<file path="config.mk">
export PLATFORM = sky130hd
export DESIGN_NAME = rf_access_ctrl
export DESIGN_NICKNAME = d
export VERILOG_FILES = /design/src/rtl/rf_access_ctrl.sv
export SDC_FILE = /design/constraint.sdc
export NUM_CORES = 1
export LEC_CHECK = 0
export CAP_MARGIN = 20
export CELL_PAD_IN_SITES_DETAIL_PLACEMENT = 0
export CELL_PAD_IN_SITES_GLOBAL_PLACEMENT = 1
export CORE_ASPECT_RATIO = 1.2
export CORE_MARGIN = 8
export CORE_UTILIZATION = 21
export DETAILED_ROUTE_END_ITERATION = 7
export HOLD_SLACK_MARGIN = 0.15
export PLACE_DENSITY = 0.95
export RECOVER_POWER = 50
export SLEW_MARGIN = 20
export SYNTH_ARGS = -nofsm -noshare
export SYNTH_HDL_FRONTEND = slang
export SYNTH_SLANG_ARGS = --single-unit
</file>
<file path="constraint.sdc">
create_clock -name clk -period 4.05 [get_ports clk]
set_input_delay 1.0125 -clock clk [delete_from_list [all_inputs] [get_ports clk]]
set_output_delay 1.0125 -clock clk [all_outputs]
set_load 0.02 [all_outputs]
</file>
<file path="src/rtl/rf_access_ctrl.sv">
// Register-file access controller: clears the RF after reset, routes CPU
// reads/writes in normal run, and time-shares the RF with a debug port
// through a 4-phase req/ack handshake while stalling the pipeline.
// Register x0 is never written and always reads as zero.
module rf_access_ctrl #(
    parameter int unsigned ADR_W = 5,
    parameter int unsigned DAT_W = 32,
    parameter int unsigned NREG  = 32
) (
    input  logic             clk,
    input  logic             rst,
    // CPU pipeline side
    input  logic [ADR_W-1:0] cpu_radr1,
    input  logic [ADR_W-1:0] cpu_radr2,
    output logic [DAT_W-1:0] cpu_rdata1,
    output logic [DAT_W-1:0] cpu_rdata2,
    input  logic [ADR_W-1:0] cpu_wadr,
    input  logic [DAT_W-1:0] cpu_wdata,
    input  logic             cpu_wen,
    output logic             cpu_stall,
    output logic             init_done,
    // Debug monitor side
    input  logic             dbg_req,
    input  logic             dbg_we,
    input  logic [ADR_W-1:0] dbg_adr,
    input  logic [DAT_W-1:0] dbg_wdata,
    output logic             dbg_ack,
    output logic [DAT_W-1:0] dbg_rdata,
    // Register-file RAM side
    output logic [ADR_W-1:0] ram_radr1,
    output logic [ADR_W-1:0] ram_radr2,
    input  logic [DAT_W-1:0] ram_rdata1,
    input  logic [DAT_W-1:0] ram_rdata2,
    output logic [ADR_W-1:0] ram_wadr,
    output logic [DAT_W-1:0] ram_wdata,
    output logic             ram_wen
);

    typedef enum logic [2:0] {
        StInit,
        StRun,
        StDbg,
        StDbgRd,
        StAck
    } state_e;

    localparam logic [ADR_W-1:0] LastReg = ADR_W'(NREG - 1);

    state_e           state_q, state_d;
    logic [ADR_W-1:0] clr_cnt_q, clr_cnt_d;
    logic             init_done_q, init_done_d;
    logic [DAT_W-1:0] dbg_rdata_q, dbg_rdata_d;
    // Copies of the addresses the RAM latched, used to mask x0 reads
    logic [ADR_W-1:0] radr1_q, radr2_q;
    logic             wen_raw;

    // State register, clear counter, debug read data and read-address copies
    always_ff @(posedge clk or posedge rst) begin
        if (rst) begin
            state_q     <= StInit;
            clr_cnt_q   <= '0;
            init_done_q <= 1'b0;
            dbg_rdata_q <= '0;
            radr1_q     <= '0;
            radr2_q     <= '0;
        end else begin
            state_q     <= state_d;
            clr_cnt_q   <= clr_cnt_d;
            init_done_q <= init_done_d;
            dbg_rdata_q <= dbg_rdata_d;
            radr1_q     <= ram_radr1;
            radr2_q     <= ram_radr2;
        end
    end

    // Next-state logic and RAM port steering, decoded from the current state
    always_comb begin
        state_d     = state_q;
        clr_cnt_d   = clr_cnt_q;
        init_done_d = init_done_q;
        dbg_rdata_d = dbg_rdata_q;
        ram_radr1   = cpu_radr1;
        ram_radr2   = cpu_radr2;
        ram_wadr    = cpu_wadr;
        ram_wdata   = cpu_wdata;
        wen_raw     = 1'b0;
        cpu_stall   = 1'b1;
        dbg_ack     = 1'b0;

        unique case (state_q)
            StInit: begin
                wen_raw   = 1'b1;
                ram_wadr  = clr_cnt_q;
                ram_wdata = '0;
                clr_cnt_d = clr_cnt_q + ADR_W'(1);
                if (clr_cnt_q == LastReg) begin
                    state_d     = StRun;
                    init_done_d = 1'b1;
                end
            end
            StRun: begin
                cpu_stall = 1'b0;
                wen_raw   = cpu_wen && (cpu_wadr != '0);
                // The CPU write of this cycle still lands before the debug takes over
                if (dbg_req) begin
                    state_d = StDbg;
                end
            end
            StDbg: begin
                // CPU holds its WB write during a stall, so cpu_wen is ignored here
                if (dbg_we) begin
                    ram_wadr  = dbg_adr;
                    ram_wdata = dbg_wdata;
                    wen_raw   = (dbg_adr != '0);
                    state_d   = StAck;
                end else begin
                    ram_radr1 = dbg_adr;
                    state_d   = StDbgRd;
                end
            end
            StDbgRd: begin
                dbg_rdata_d = (dbg_adr == '0) ? '0 : ram_rdata1;
                state_d     = StAck;
            end
            StAck: begin
                dbg_ack = 1'b1;
                if (!dbg_req) begin
                    state_d = StRun;
                end
            end
            default: begin
                state_d = StInit;
            end
        endcase
    end

    // Never write the RAM while reset is asserted, even mid-cycle
    assign ram_wen    = wen_raw & ~rst;
    assign init_done  = init_done_q;
    assign dbg_rdata  = dbg_rdata_q;
    assign cpu_rdata1 = (radr1_q == '0) ? '0 : ram_rdata1;
    assign cpu_rdata2 = (radr2_q == '0) ? '0 : ram_rdata2;

endmodule
</file>
Word level (Yosys, flattened, before mapping)
Index checks and enable logic that the tools add are counted.
{"block": "classes", "addsub": 1, "mul": 0, "div_mod_pow": 0, "n_lt_le_gt_ge": 0, "eq_ne": 8, "shift": 0, "n_mux": 18, "bitwise_logic": 2, "n_reduce_logical": 9}
{"operator": "$mux 32", "count": 4}
{"operator": "$pmux 32 s2", "count": 1}
{"operator": "$logic_not 5->1", "count": 3}
{"operator": "$mux 5", "count": 3}
{"operator": "$pmux 3 s5", "count": 1}
{"operator": "$mux 3", "count": 4}
{"operator": "$pmux 5 s2", "count": 1}
{"operator": "$reduce_bool 5->1", "count": 2}
{"operator": "$eq 3x2->1 const B", "count": 2}
{"operator": "$ne 2x2->1 const B", "count": 3}
{"operator": "$add 5x1->5 const B", "count": 1}
{"operator": "$eq 5x5->1 const B", "count": 1}
{"operator": "$eq 3x1->1 const B", "count": 1}
{"operator": "$eq 3x3->1 const B", "count": 1}
{"operator": "$logic_not 3->1", "count": 1}
{"operator": "$mux 1", "count": 3}
{"operator": "$pmux 1 s3", "count": 1}
{"operator": "$reduce_and 3->1", "count": 1}
{"operator": "$reduce_and 2->1", "count": 1}
{"operator": "$and 1x1->1", "count": 1}
{"operator": "$logic_and 1x1->1", "count": 1}
{"operator": "$not 1->1", "count": 1}
{"block": "totals", "regBits": 51, "latchBits": 0, "mem_bits_rw": 0, "rom_bits": 0, "inputBits": 153, "out_inout_bits": 147, "word_cells": 44, "n_memories": 0}

Longest topological paths before layout
Gate-level depths: netlist of run 1.
{"block": "logic_depth", "depth_word": 4, "ltp_mapped": 6, "depth_no_buf": 6}

Worst setup path after synthesis of run 1
Ideal clock, no wire load.
{"block": "synth_timing", "kind": "input-to-output", "startpoint": "input port dbg_adr[2]", "endpoint": "output port ram_wen", "t_arrival_ns": 1.909, "required_ns": 3.038, "slack_ns": 1.129, "path_stages": 3, "path_buffers": 0, "cell_sequence": "or4_4 o21ai_0 a31oi_1"}
{"block": "synth_via", "elab_chain_cells": 4}
{"item": "start, declared", "line": "25", "text": "input logic [ADR_W-1:0] dbg_adr,"}
{"item": "$reduce_bool 5->1", "line": "114", "text": "wen_raw = (dbg_adr != '0);"}
{"item": "$mux 1", "line": "111", "text": "if (dbg_we) begin"}
{"item": "$pmux 1 s3", "line": "90", "text": "unique case (state_q)"}
{"item": "$and 1x1->1", "line": "138", "text": "assign ram_wen = wen_raw & ~rst;"}
{"item": "end, declared", "line": "36", "text": "output logic ram_wen"}
No other way between the ends.

Worst setup path after layout of run 1
{"block": "layout_timing", "startpoint": "input port dbg_we", "endpoint": "output port ram_wdata[28]"}
{"block": "layout_via", "elab_chain_cells": 2}
{"item": "start, declared", "line": "24", "text": "input logic dbg_we,"}
{"item": "$mux 32", "line": "111"}
{"item": "$pmux 32 s2", "line": "90"}
{"item": "end, declared", "line": "35", "text": "output logic [DAT_W-1:0] ram_wdata,"}
No other way between the ends.

==> flow_summary.yaml, run 1 <==
floorplan:
  boundaryPins: 300
  std_cell_rows: 48
  core_area_mm2: 0.0142
  fp.dieW_um: 125
  die_h_um: 147
  start_util_pct: 21.2
  die_area_mm2: 0.0184
clock_network:
  cts_tree: "done"
  worstSkewPairLatency_ns: 0.29
  cts_made_buffers: 5
  clockBufferDepth: 2
  ctsRootBufferMaster: "clkbuf_16"
  holdBufCountCts: 0
  post_cts_buffers: 0
  path_clk_slew_ns: 0.07
  clkSinkCount: 51
  htreeDepth: 2
synthesis:
  synth.top_cell.area_share_pct: 42.5
  post_synth_inst_count: 336
  async_flop_share_pct: 100
  synth_edf_count: 0
  yosys-top-cells-area: "dfrtp_1, nor2b_1, a22o_1"
  yosysWarnings: 0
  ys_seq_area_share_pct: 42.5
  ys_ff_latch: 51
  netlist-cell-type-count: 39
  syn-num-nets: 491
  syn_area_mm2: 0.00300
  synth_area_leader_cell: "dfrtp_1"
  synth-main-ff-cell: "dfrtp_1"
  avgSynthCellArea_um2: 8.93
layout:
  fill_cells: 1372
  instances_no_fill: 798
  final_nets: 777
  fin_area_mm2: 0.00630
  final_core_util_pct: 44.4
  syn2layout_area_growth_pct: 110
  drive_above_1_share_pct: 4.82
  antenna_cells: 0
timing:
  rsz0062_at_grt: "no"
  finalCritPeriodShare_pct: 97.0
  tns_ns: 0
  setup_slack_ns: 0.122
  finalMaxSlewViolations: 52
  max_freq_mhz: 255
  hold_viol: 0
  setup_viol: 0
  clock_skew_ns: 0.00715
  max_slew_margin_pct: -53.9
  period_needed_ns: 3.93
  worstMarginPinSlew_ns: 2.30
  holdWs_ns: 0.471
min_path:
  hold-path-cell-count: 2
  hp-start: "dbg_rdata[0]$_DFFE_PP0N_"
  hold_path.class: "register to register"
  min_to: "dbg_rdata[0]$_DFFE_PP0N_"
place:
  gp_congestion: 0.864
  io_buffers: 299
  post-place-ws_ns: 0.0805
  dp.cells: 790
  place_area_mm2: 0.00615
  dp_hpwl_um: 12400
critical_path:
  worstSetupPathType: "input pin to primary output"
  worstReg2RegEnd: "dbg_rdata[29]$_DFFE_PP0N_"
  critPathArrivalTime_ns: 2.92
  crit_required_ns: 3.04
  critPathMaxFanout: 16
  rr_startpoint: "state_q[0]$_DFFE_PP0P_"
  crit_start: "dbg_we"
  worstRegToRegCells: 4
  ff2ff_setup_slack_ns: 2.38
  crit_path_end_kind: "primary output"
  start_kind: "input pin"
drt:
  vias_per_cell: 4.46
  drtIter0Drc: 106
  routedWlPerCell_um: 18.5
  drc: 0
  dr_total_vias: 3560
  drt-total-wl_um: 14800
  ant_nets: 0
  drtPass1Iterations: 4
global_route:
  grt.overflow.total: 0
  grt_usage_pct: 15.5
  antenna_found_initial: 0
  grt_pass1_wl_um: 22600
  grt_max_degree: 52
  grt_pass1_vias: 3797
job:
  maxCapViolCount: 1
power:
  power.leakage_nw: 2.57
  finalPower_mw: 3.66
  vdd_ir_drop_max_mv: 0.373
  powerDensity_mw_per_mm2: 581
status:
  status: "complete, but fails checks"
  violations: "max-capacitance violations, max-slew violations"
-- critical path: stages --
cell	delay [ns]
clkdlybuf4s50_1	0.49
and4bb_2	0.37
buf_4	0.25
a22o_1	0.17
clkdlybuf4s50_1	0.62
-- state kept, by name, summed over array words and instances (netlist names) --
register	count
clr_cnt_q	5
dbg_rdata	32
init_done	1
radr1_q	5
radr2_q	5
state_q	3
-- power breakdown --
part	internal, mW	total [mW]	switching (mW)
clock	0.248	0.437	0.190
combinational	1.15	2.35	1.20
sequential	0.730	0.874	0.144
total	2.13	3.66	1.53
-- cells in the mapped netlist (2+ instances only) --
| cell type | count |
|---|---|
| a21o_1 | 2 |
| a221o_1 | 4 |
| a22o_1 | 33 |
| and2_1 | 6 |
| buf_2 | 18 |
| buf_4 | 5 |
| clkbuf_1 | 5 |
| clkbuf_2 | 3 |
| dfrtp_1 | 51 |
| ha_1 | 2 |
| inv_1 | 3 |
| mux2_2 | 7 |
| nand2_1 | 66 |
| nand2b_1 | 3 |
| nor2_1 | 4 |
| nor2_2 | 2 |
| nor2b_1 | 64 |
| nor3_1 | 2 |
| o21ai_0 | 33 |
| or4_1 | 2 |
| xnor2_1 | 3 |
-- final cells by class --
class,count,area [µm²],area share [%]
inverters,3,12.5,0.199
clock inverters,1,8.76,0.139
multi-input cells,250,1530,24.3
flip-flops and latches,51,1280,20.3
repair buffers,311,3110,49.4
clock buffers,7,143,2.27
well taps,175,219,3.48
-- placed cells by master, fill, tap and decap left out, drive strengths merged --
| cell | instances |
|---|---|
| a21o | 2 |
| nor3 | 3 |
| clkdlybuf4s50 | 258 |
| a211o | 1 |
| a22o | 33 |
| and3 | 1 |
| nand3b | 1 |
| dlymetal6s2s | 2 |
| dlygate4sd3 | 39 |
| xnor2 | 3 |
| clkinv | 1 |
| and3b | 1 |
| ha | 2 |
| o32a | 1 |
| o21ai | 34 |
| or3 | 1 |
| mux2i | 1 |
| dfrtp | 51 |
| or4 | 3 |
| and2 | 6 |
| and4bb | 1 |
| nand2 | 66 |
| inv | 2 |
| buf | 11 |
| mux2 | 7 |
| o211ai | 1 |
| a221o | 4 |
| o21bai | 1 |
| nor2b | 64 |
| clkinvlp | 1 |
| a31oi | 1 |
| clkbuf | 8 |
| nand4 | 1 |
| or3b | 1 |
| nand2b | 3 |
| nor2 | 7 |
-- cells by family (layout without fill, tap and decap cells) --
logic type	count (synthesis)	in the layout	share of synthesized area (%)
simple gates	159	159	28.2
compound gates	78	78	18.5
flops	51	51	42.5
buf+inv	35	322	6.13
mux	8	8	2.96
xor+xnor	3	3	0.876
fa+ha+maj	2	2	0.834
-- what timing repair did --
action                     in CTS  in global routing
setup endpoints to repair       0                  2
gates resized for setup         0                  2
hold endpoints to repair        0                  0
-- layer usage --
metal	vias up	wire [µm]	track usage, %
met5	-	0	0
met1	1688	5810	17.0
li1	1708	-	-
met2	151	7860	28.8
met3	13	947	4.31
met4	0	175	3.66
-- worst max-delay path by stage --
stage / end / slack (ns) / depth (start not counted)
floorplan: ram_wen / 1.13 / 3
global placement: ram_wadr[0] / 0.15 / 6
detailed placement: ram_wadr[0] / 0.08 / 6
CTS: ram_wadr[0] / 0.07 / 6
global route: ram_radr1[1] / 0.005 / 6
finish: ram_wdata[28] / 0.12 / 5
No activity file was read; power rests on OpenSTA's default activity.
==> inputs of run 2 (changes only) <==
--- a/config.mk
+++ b/config.mk
@@ -8,7 +8,7 @@
 export CAP_MARGIN = 20
 export CELL_PAD_IN_SITES_DETAIL_PLACEMENT = 0
 export CELL_PAD_IN_SITES_GLOBAL_PLACEMENT = 1
-export CORE_ASPECT_RATIO = 1.2
+export CORE_ASPECT_RATIO = 1.4
 export CORE_MARGIN = 8
 export CORE_UTILIZATION = 21
 export DETAILED_ROUTE_END_ITERATION = 7
==> run 2 against run 1 <==
  * The run still ends with max-capacitance violations, max-slew violations left
  * Non-clock buffer count decreased by 2
  * Clock skew decreased by 0.0026 ns
  * Wire length up 11%
  * Critical endpoint is now ram_radr1[1]
==> flow_summary.yaml, run 2 (synthesized netlist as in run 1, its figures left out) <==
drt:
  drt-total-wl_um: 16400
  dr_total_vias: 3612
  ant_nets: 0
  drtPass1Iterations: 4
  vias_per_cell: 4.48
  routedWlPerCell_um: 20.3
  drc: 0
  drtIter0Drc: 111
layout:
  syn2layout_area_growth_pct: 113
  final_common_cell: "clkdlybuf4s50_1"
  antenna_cells: 0
  final_nets: 775
  layout_common_cells: "clkdlybuf4s50_1, nand2_1, nor2b_1, dfrtp_1, dlygate4sd3_1"
  largest_register_ffs: 32
  drive_above_1_share_pct: 7.25
timing:
  max_freq_mhz: 255
  period_needed_ns: 3.92
  finalMaxSlewViolations: 52
  setup_viol: 0
  worstMarginPinSlew_ns: 2.32
  rsz0062_at_grt: "no"
  tns_ns: 0
  clock_skew_ns: 0.00453
  finalCritPeriodShare_pct: 96.9
  hold_viol: 0
  max_slew_margin_pct: -55.6
job:
  maxCapViolCount: 1
global_route:
  grt_max_degree: 52
  antenna_found_initial: 0
  grt.overflow.total: 0
  grt_usage_pct: 17.0
  grt_pass1_vias: 3861
  grt_pass1_wl_um: 23500
clock_network:
  htreeDepth: 2
  cts_made_buffers: 5
  post_cts_buffers: 0
  ctsRootBufferMaster: "clkbuf_16"
  worstSkewPairLatency_ns: 0.29
  cts_tree: "done"
  clockBufferDepth: 2
  path_clk_slew_ns: 0.07
  clkSinkCount: 51
place:
  io_buffers: 299
  gp_congestion: 0.867
  dp_hpwl_um: 13600
min_path:
  hp-start: "init_done$_DFFE_PP0P_"
  min_to: "init_done$_DFFE_PP0P_"
  hold-path-cell-count: 1
  hold_path.class: "register to register"
status:
  status: "complete, but fails checks"
  violations: "max-capacitance violations, max-slew violations"
floorplan:
  start_util_pct: 21.5
  std_cell_rows: 51
  fp.dieW_um: 117
  core_area_mm2: 0.0140
  boundaryPins: 300
  die_area_mm2: 0.0184
  die_h_um: 157
critical_path:
  slowest_stage: "clkdlybuf4s50_1"
  crit_required_ns: 3.04
  slowest_delay_ns: 0.57
  worstSetupPathType: "input pin to primary output"
  cpMostUsedCell: "clkdlybuf4s50_1"
  crit_cells: 6
  worstPathCellList: "clkdlybuf4s50_1 -> nand2b_1 -> nor3_2 -> buf_4 -> mux2_2 -> clkdlybuf4s50_1"
  crit_start: "dbg_we"
  start_kind: "input pin"
  critPathMaxFanout: 6
  cp_top_family: "buffers and inverters"
  ff2ff_setup_slack_ns: 2.19
  critPathBufInv: 3
  rr_startpoint: "state_q[0]$_DFFE_PP0P_"
  worstRegToRegCells: 4
  critPathArrivalTime_ns: 2.91
  worstReg2RegEnd: "dbg_rdata[23]$_DFFE_PP0N_"
  crit_path_end_kind: "primary output"
power:
  vdd_ir_drop_max_mv: 0.292
  powerDensity_mw_per_mm2: 601
  power.leakage_nw: 2.61
  finalPower_mw: 3.85
-- run 2: cell types whose count changed in the layout (fill, tap and decap cells not counted), sizes merged --
cell and change:
clkinvlp +1, clkdlybuf4s50 -14, clkbuf -2, dlymetal6s2s -2, buf +15
-- run 2: how the worst max path moves through the flow --
stage | to
after floorplan | ram_wen
after global placement | ram_wen
after detailed placement | ram_wdata[23]
after CTS | ram_wdata[28]
after global routing | ram_radr1[1]
final | ram_radr1[1]
-- run 2: area by class of cell --
class                   instances  area, µm²
inverters                       3       12.5
well taps                     185        231
fillers                      1318       7580
clock inverters                 2       12.5
multi-input cells             250       1530
flip-flops and latches         51       1280
clock buffers                   6        129
repair buffers                309       3200
-- run 2: what timing repair did --
item | CTS | global route
setup endpoints to repair | 0 | 10
hold buffers | 0 | 0
gates resized for setup | 0 | 1
-- run 2: metal layers --
metal | up-vias | wire length, µm | track usage (%)
li1 | 1705 | - | -
met4 | 0 | 212 | 3.86
met1 | 1695 | 6030 | 18.4
met5 | - | 0 | 0
met3 | 12 | 2200 | 7.63
met2 | 200 | 7920 | 29.3
-- run 2: worst register-to-register path, stage by stage (launching register included) --
cell     delay [ns]
dfrtp_1        0.56
and3b_1        0.63
buf_4          0.36
nand2_1        0.08
o21ai_0        0.15
-- run 2: metrics by stage --
| step | std cells | util (%) | worst slack, ns | instance area, µm² | hold WS (ns) |
|---|---|---|---|---|---|
| finish | 806 | 45.8 | 0.127 | 6400 | 0.458 |
| floorplan | 336 | - | 1.13 | 3000 | 0.451 |
| global placement | 798 | 44.8 | 0.176 | 6260 | 0.442 |
| detailed placement | 798 | 44.8 | 0.0662 | 6260 | 0.452 |
| CTS | 806 | 45.8 | 0.0573 | 6400 | 0.468 |
| global route | 806 | 45.8 | 0.0179 | 6400 | 0.476 |
-- run 2: report_power, final --
group	switching (mW)	leakage, nW	internal, mW
Sequential	0.149	0.606	0.730
Clock	0.187	0.0669	0.229
Combinational	1.30	1.93	1.26
Total	1.63	2.61	2.22
